===== config.mk =====
export PLATFORM = sky130hd
export DESIGN_NAME = reg_arbiter
export DESIGN_NICKNAME = d
export VERILOG_FILES = /design/src/rtl/reg_arbiter.sv
export SDC_FILE = /design/constraint.sdc
export NUM_CORES = 1
export LEC_CHECK = 0
export CAP_MARGIN = 20
export CORE_MARGIN = 3
export CORE_UTILIZATION = 44
export CTS_BUF_LIST = sky130_fd_sc_hd__clkbuf_4
export DETAILED_ROUTE_END_ITERATION = 10
export PLACE_DENSITY = 0.85
export SLEW_MARGIN = 20
export SYNTH_ARGS = -nofsm -noshare
export SYNTH_HDL_FRONTEND = slang
export SYNTH_SLANG_ARGS = --single-unit

===== constraint.sdc =====
create_clock -name clk -period 2.3 [get_ports clk]
set_clock_uncertainty 0.2 [all_clocks]
set_input_delay 0.69 -clock clk [delete_from_list [all_inputs] [get_ports clk]]
set_output_delay 0.69 -clock clk [all_outputs]
set_load 0.01 [all_outputs]

===== src/rtl/reg_arbiter.sv =====
`default_nettype none
// ============================================================================
//  Module   : reg_arbiter
//  Purpose  : Four-requester round-robin arbiter guarding one shared register.
//             Each granted request performs a single write of its data word,
//             acknowledged by a one-cycle pulse, and bumps a wrapping counter.
//  Revision : 1.0  initial release
// ============================================================================
module reg_arbiter #(
    parameter int N  = 8,
    parameter int CW = 8
) (
    input  logic          clk,
    input  logic          reset,
    input  logic [3:0]    req,
    input  logic [N-1:0]  d0,
    input  logic [N-1:0]  d1,
    input  logic [N-1:0]  d2,
    input  logic [N-1:0]  d3,
    output logic [3:0]    gnt,
    output logic [3:0]    ack,
    output logic [N-1:0]  q,
    output logic [1:0]    owner,
    output logic          busy,
    output logic [CW-1:0] wr_count
);

    // ------------------------------------------------------------------------
    // State encoding: one transaction always walks IDLE -> GRANT -> ACK.
    // ------------------------------------------------------------------------
    typedef enum logic [1:0] {
        ST_IDLE  = 2'd0,
        ST_GRANT = 2'd1,
        ST_ACK   = 2'd2
    } state_t;

    state_t         r_state;
    logic [1:0]     r_ptr;      // round-robin start point for the next scan
    logic [1:0]     r_sel;      // requester that owns the current transaction
    logic [3:0]     r_gnt;
    logic [3:0]     r_ack;
    logic [N-1:0]   r_q;
    logic [1:0]     r_owner;
    logic           r_busy;
    logic [CW-1:0]  r_cnt;

    logic [1:0]     w_winner;
    logic           w_found;
    logic [1:0]     w_idx;
    logic [N-1:0]   w_dsel;

    // ------------------------------------------------------------------------
    // Round-robin scan: first set req bit starting at r_ptr and wrapping.
    // The 2-bit index wraps naturally, so ptr+k needs no explicit modulo.
    // ------------------------------------------------------------------------
    always_comb begin
        w_winner = r_ptr;
        w_found  = 1'b0;
        w_idx    = r_ptr;
        for (int k = 0; k < 4; k++) begin
            w_idx = r_ptr + k[1:0];
            if (!w_found && req[w_idx]) begin
                w_winner = w_idx;
                w_found  = 1'b1;
            end
        end
    end

    // ------------------------------------------------------------------------
    // Data mux of the selected requester, sampled on the GRANT->ACK edge so a
    // requester may still update its word while it is being granted.
    // ------------------------------------------------------------------------
    always_comb begin
        w_dsel = d0;
        case (r_sel)
            2'd0:    w_dsel = d0;
            2'd1:    w_dsel = d1;
            2'd2:    w_dsel = d2;
            2'd3:    w_dsel = d3;
            default: w_dsel = d0;
        endcase
    end

    // ------------------------------------------------------------------------
    // Transaction FSM with all outputs registered. Reset aborts any transaction
    // in flight without writing q or advancing the pointer.
    // ------------------------------------------------------------------------
    always_ff @(posedge clk or posedge reset) begin
        if (reset) begin
            r_state <= ST_IDLE;
            r_ptr   <= 2'd0;
            r_sel   <= 2'd0;
            r_gnt   <= 4'b0000;
            r_ack   <= 4'b0000;
            r_q     <= '0;
            r_owner <= 2'd0;
            r_busy  <= 1'b0;
            r_cnt   <= '0;
        end else begin
            case (r_state)
                ST_IDLE: begin
                    r_ack <= 4'b0000;
                    if (w_found) begin
                        r_state <= ST_GRANT;
                        r_sel   <= w_winner;
                        r_gnt   <= 4'b0001 << w_winner;
                        r_busy  <= 1'b1;
                    end else begin
                        r_gnt  <= 4'b0000;
                        r_busy <= 1'b0;
                    end
                end
                ST_GRANT: begin
                    // Grant is never withdrawn: the write completes even if
                    // the requester dropped its request meanwhile.
                    r_state <= ST_ACK;
                    r_gnt   <= 4'b0000;
                    r_ack   <= 4'b0001 << r_sel;
                    r_q     <= w_dsel;
                    r_owner <= r_sel;
                    r_ptr   <= r_sel + 2'd1;
                    r_cnt   <= r_cnt + CW'(1);
                    r_busy  <= 1'b1;
                end
                ST_ACK: begin
                    r_state <= ST_IDLE;
                    r_gnt   <= 4'b0000;
                    r_ack   <= 4'b0000;
                    r_busy  <= 1'b0;
                end
                default: begin
                    r_state <= ST_IDLE;
                    r_gnt   <= 4'b0000;
                    r_ack   <= 4'b0000;
                    r_busy  <= 1'b0;
                end
            endcase
        end
    end

    // ------------------------------------------------------------------------
    // Output drive
    // ------------------------------------------------------------------------
    assign gnt      = r_gnt;
    assign ack      = r_ack;
    assign q        = r_q;
    assign owner    = r_owner;
    assign busy     = r_busy;
    assign wr_count = r_cnt;

endmodule
`default_nettype wire


==> metrics.txt <==
status finished clean; Mapped Avg Cell Area 10.3 µm²; max-cap violations 0; drt first pass iters 4; critical path's slowest cell clkdlybuf4s50_1; mean number of vias per cell 5.22; GPL Wtd Cong 0.832; Synth Flop Type dfrtp_1; post_cts resized 0; full die area 0.00424 mm²; Mapped Cells 149; yosys warns 0; VDD IR max 0.535 mV; worst endpoint data arrival time 1.33 ns; Leakage 1.01 nW; Max Buffers Root-to-Sink 2; final hold viol count 0; clk sinks 33; Total Nets Final 261; Residual DRC 0; WP buf/inv 1; Synth area leader dfrtp_1; Final period util 0.967; mapped cell area 0.00154 mm²; Seq pwr share 0.382; top-area cell type share of the netlist area 0.537; Post-Route Setup TNS 0 ns; Detail Placement HPWL 3110 µm; CTS Root Buffer Type clkbuf_4; Hold-fix buffers, CTS 0; # port buffers 64; Worst Setup Start Kind flip-flop; P_sw 1.01 mW; largest net degree at the start of global routing 34; Max H-tree Level 2; global-route wire length before repair 6690 µm; Netlist cell types 32; syn nets 193; R2R Path Start r_sel[0]; Area Growth Syn to Fin 48.8%; core outline area 0.00318 mm²; reg2reg end q[1]; Fmax 450 MHz; utilization after layout 0.719; initial antenna violation count 0; Pint 1.60 mW; Reg2Reg Setup Slack 0.38 ns; share of post-route cells with drive strength above 1 0.0876; Hold Path Stages 1; die width 65.1 µm; CTS tree done; largest cells by area after synthesis dfrtp_1 54%, a222oi_1 5.2%, ha_1 4.9%, nand2_1 4.2%, o21ai_0 3.9%; clk_lat worst skew 0.32 ns; critical path fanouts, max 5; Die H 65.1 µm; Pwr per Cell Area 1140 mW/mm²; Hold WS 0.271 ns; CP cell instances clkdlybuf4s50_1; Tot Pwr 2.61 mW; GRT overflow 0; Crit path required time 1.41 ns; routed vias 1362; Post-synth top cells 33 x dfrtp_1, 17 x nand2_1, 13 x nor2_1; clock-pin slew on the worst setup and hold paths 0.09 ns; Post-synth ARST share 1.00; crit path capture type output pin; cell family with most CP delay buffers and inverters; n_diodes 0; clock period minus worst slack 2.22 ns; vias in the first global route 1468; switch share 0.388; Post-DRT Antenna Nets 0; Slew HR 0.684; post-route insts no fill 261; Comb power frac 0.503; Iter 0 DRT Violations 97; RSZ-0062 raised after global routing true; number of flops mapped to enable cells by yosys 0; clock power share 0.115; hold path startpoint wr_count[7]; max-slew violations 0; gr usage total 0.209; Setup Buffers After CTS 0; Setup CP Type reg2out; sink of the worst hold path wr_count[7]; Hold WC Path Type reg2reg; most frequent cell after synthesis dfrtp_1; CP peak stage delay 0.58 ns; sequential fraction of the synthesis area 0.537; initial core utilization 0.483; R2R depth 6; routed length per instance 14.8 µm; placed cell count 254; I/O pins 65; routed wire length 3870 µm; CP startpoint wr_count[3]; TritonCTS buffer count 5; worst slew pin tran 0.474 ns; flops & latches, synth 33; setup violators final 0; num rows 20
cell usage in the layout (no fill, tap or decap), types with 2 or more instances in the layout:
master	instances
a21oi_1	11
a222oi_1	8
and2_1	4
buf_4	6
clkbuf_4	6
clkdlybuf4s50_1	64
dfrtp_1	33
ha_1	6
inv_1	6
nand2_1	17
nand3_1	3
nand4_1	2
nor2_1	13
nor2b_1	3
o21ai_0	12
xnor2_1	6
worst max-delay path by stage:
stage | to | depth (start not counted)
4_1_cts | wr_count[3] | 1
5_1_grt | gnt[3] | 6
3_5_place_dp | gnt[1] | 6
3_3_place_gp | gnt[1] | 6
2_1_floorplan | r_sel[0] | 4
6_report | wr_count[3] | 1
layer usage:
layer  GRT usage  vias up  routed length, µm
li1            -      652                  -
met1       0.229      632               1530
met2       0.374       69               1930
met3      0.0701        9                346
met4      0.0777        0                 66
met5           0        -                  0
metrics by stage:
| stage | instance area [µm²] | setup WS [ns] |
|---|---|---|
| global placement | 2240 | -0.0418 |
| finish | 2290 | 0.0770 |
| CTS | 2290 | 0.0754 |
| floorplan | 1540 | 0.563 |
| detailed placement | 2240 | -0.148 |
| global route | 2290 | -0.00135 |
power by group through the flow:
stage / combinational, mW / sequential [mW] / clock (mW)
3_3_place_gp: 1.27 / 0.986 / 0
4_1_cts: 1.33 / 1.00 / 0.303
6_report: 1.31 / 1.00 / 0.300
5_1_grt: 1.47 / 1.03 / 0.336
3_5_place_dp: 1.32 / 1.01 / 0
2_1_floorplan: 0.666 / 1.06 / 0
state kept, by name (all words and copies together) (netlist names):
name and flops:
ack 4, busy 1, gnt 4, owner 2, q 8, r_ptr 2, r_sel 2, r_state 2
wr_count 8
cell type report:
cell class / count / area [µm²]
clock buffers: 6 / 45.0
clock inverters: 1 / 3.75
fillers: 237 / 892
inverters: 6 / 22.5
multi-input cells: 101 / 648
flip-flops and latches: 33 / 826
well taps: 44 / 55.1
repair buffers: 70 / 686
kinds of logic (layout without fill, tap and decap cells):
group	count (synthesis)	after routing	synth area share
flops	33	33	0.537
compound gates	35	35	0.148
buf+inv	15	83	0.0407
simple gates	52	52	0.178
fa+ha+maj	6	6	0.0489
mux	1	1	0.00733
xor+xnor	7	7	0.0399
No activity file was read; power rests on OpenSTA's default activity.
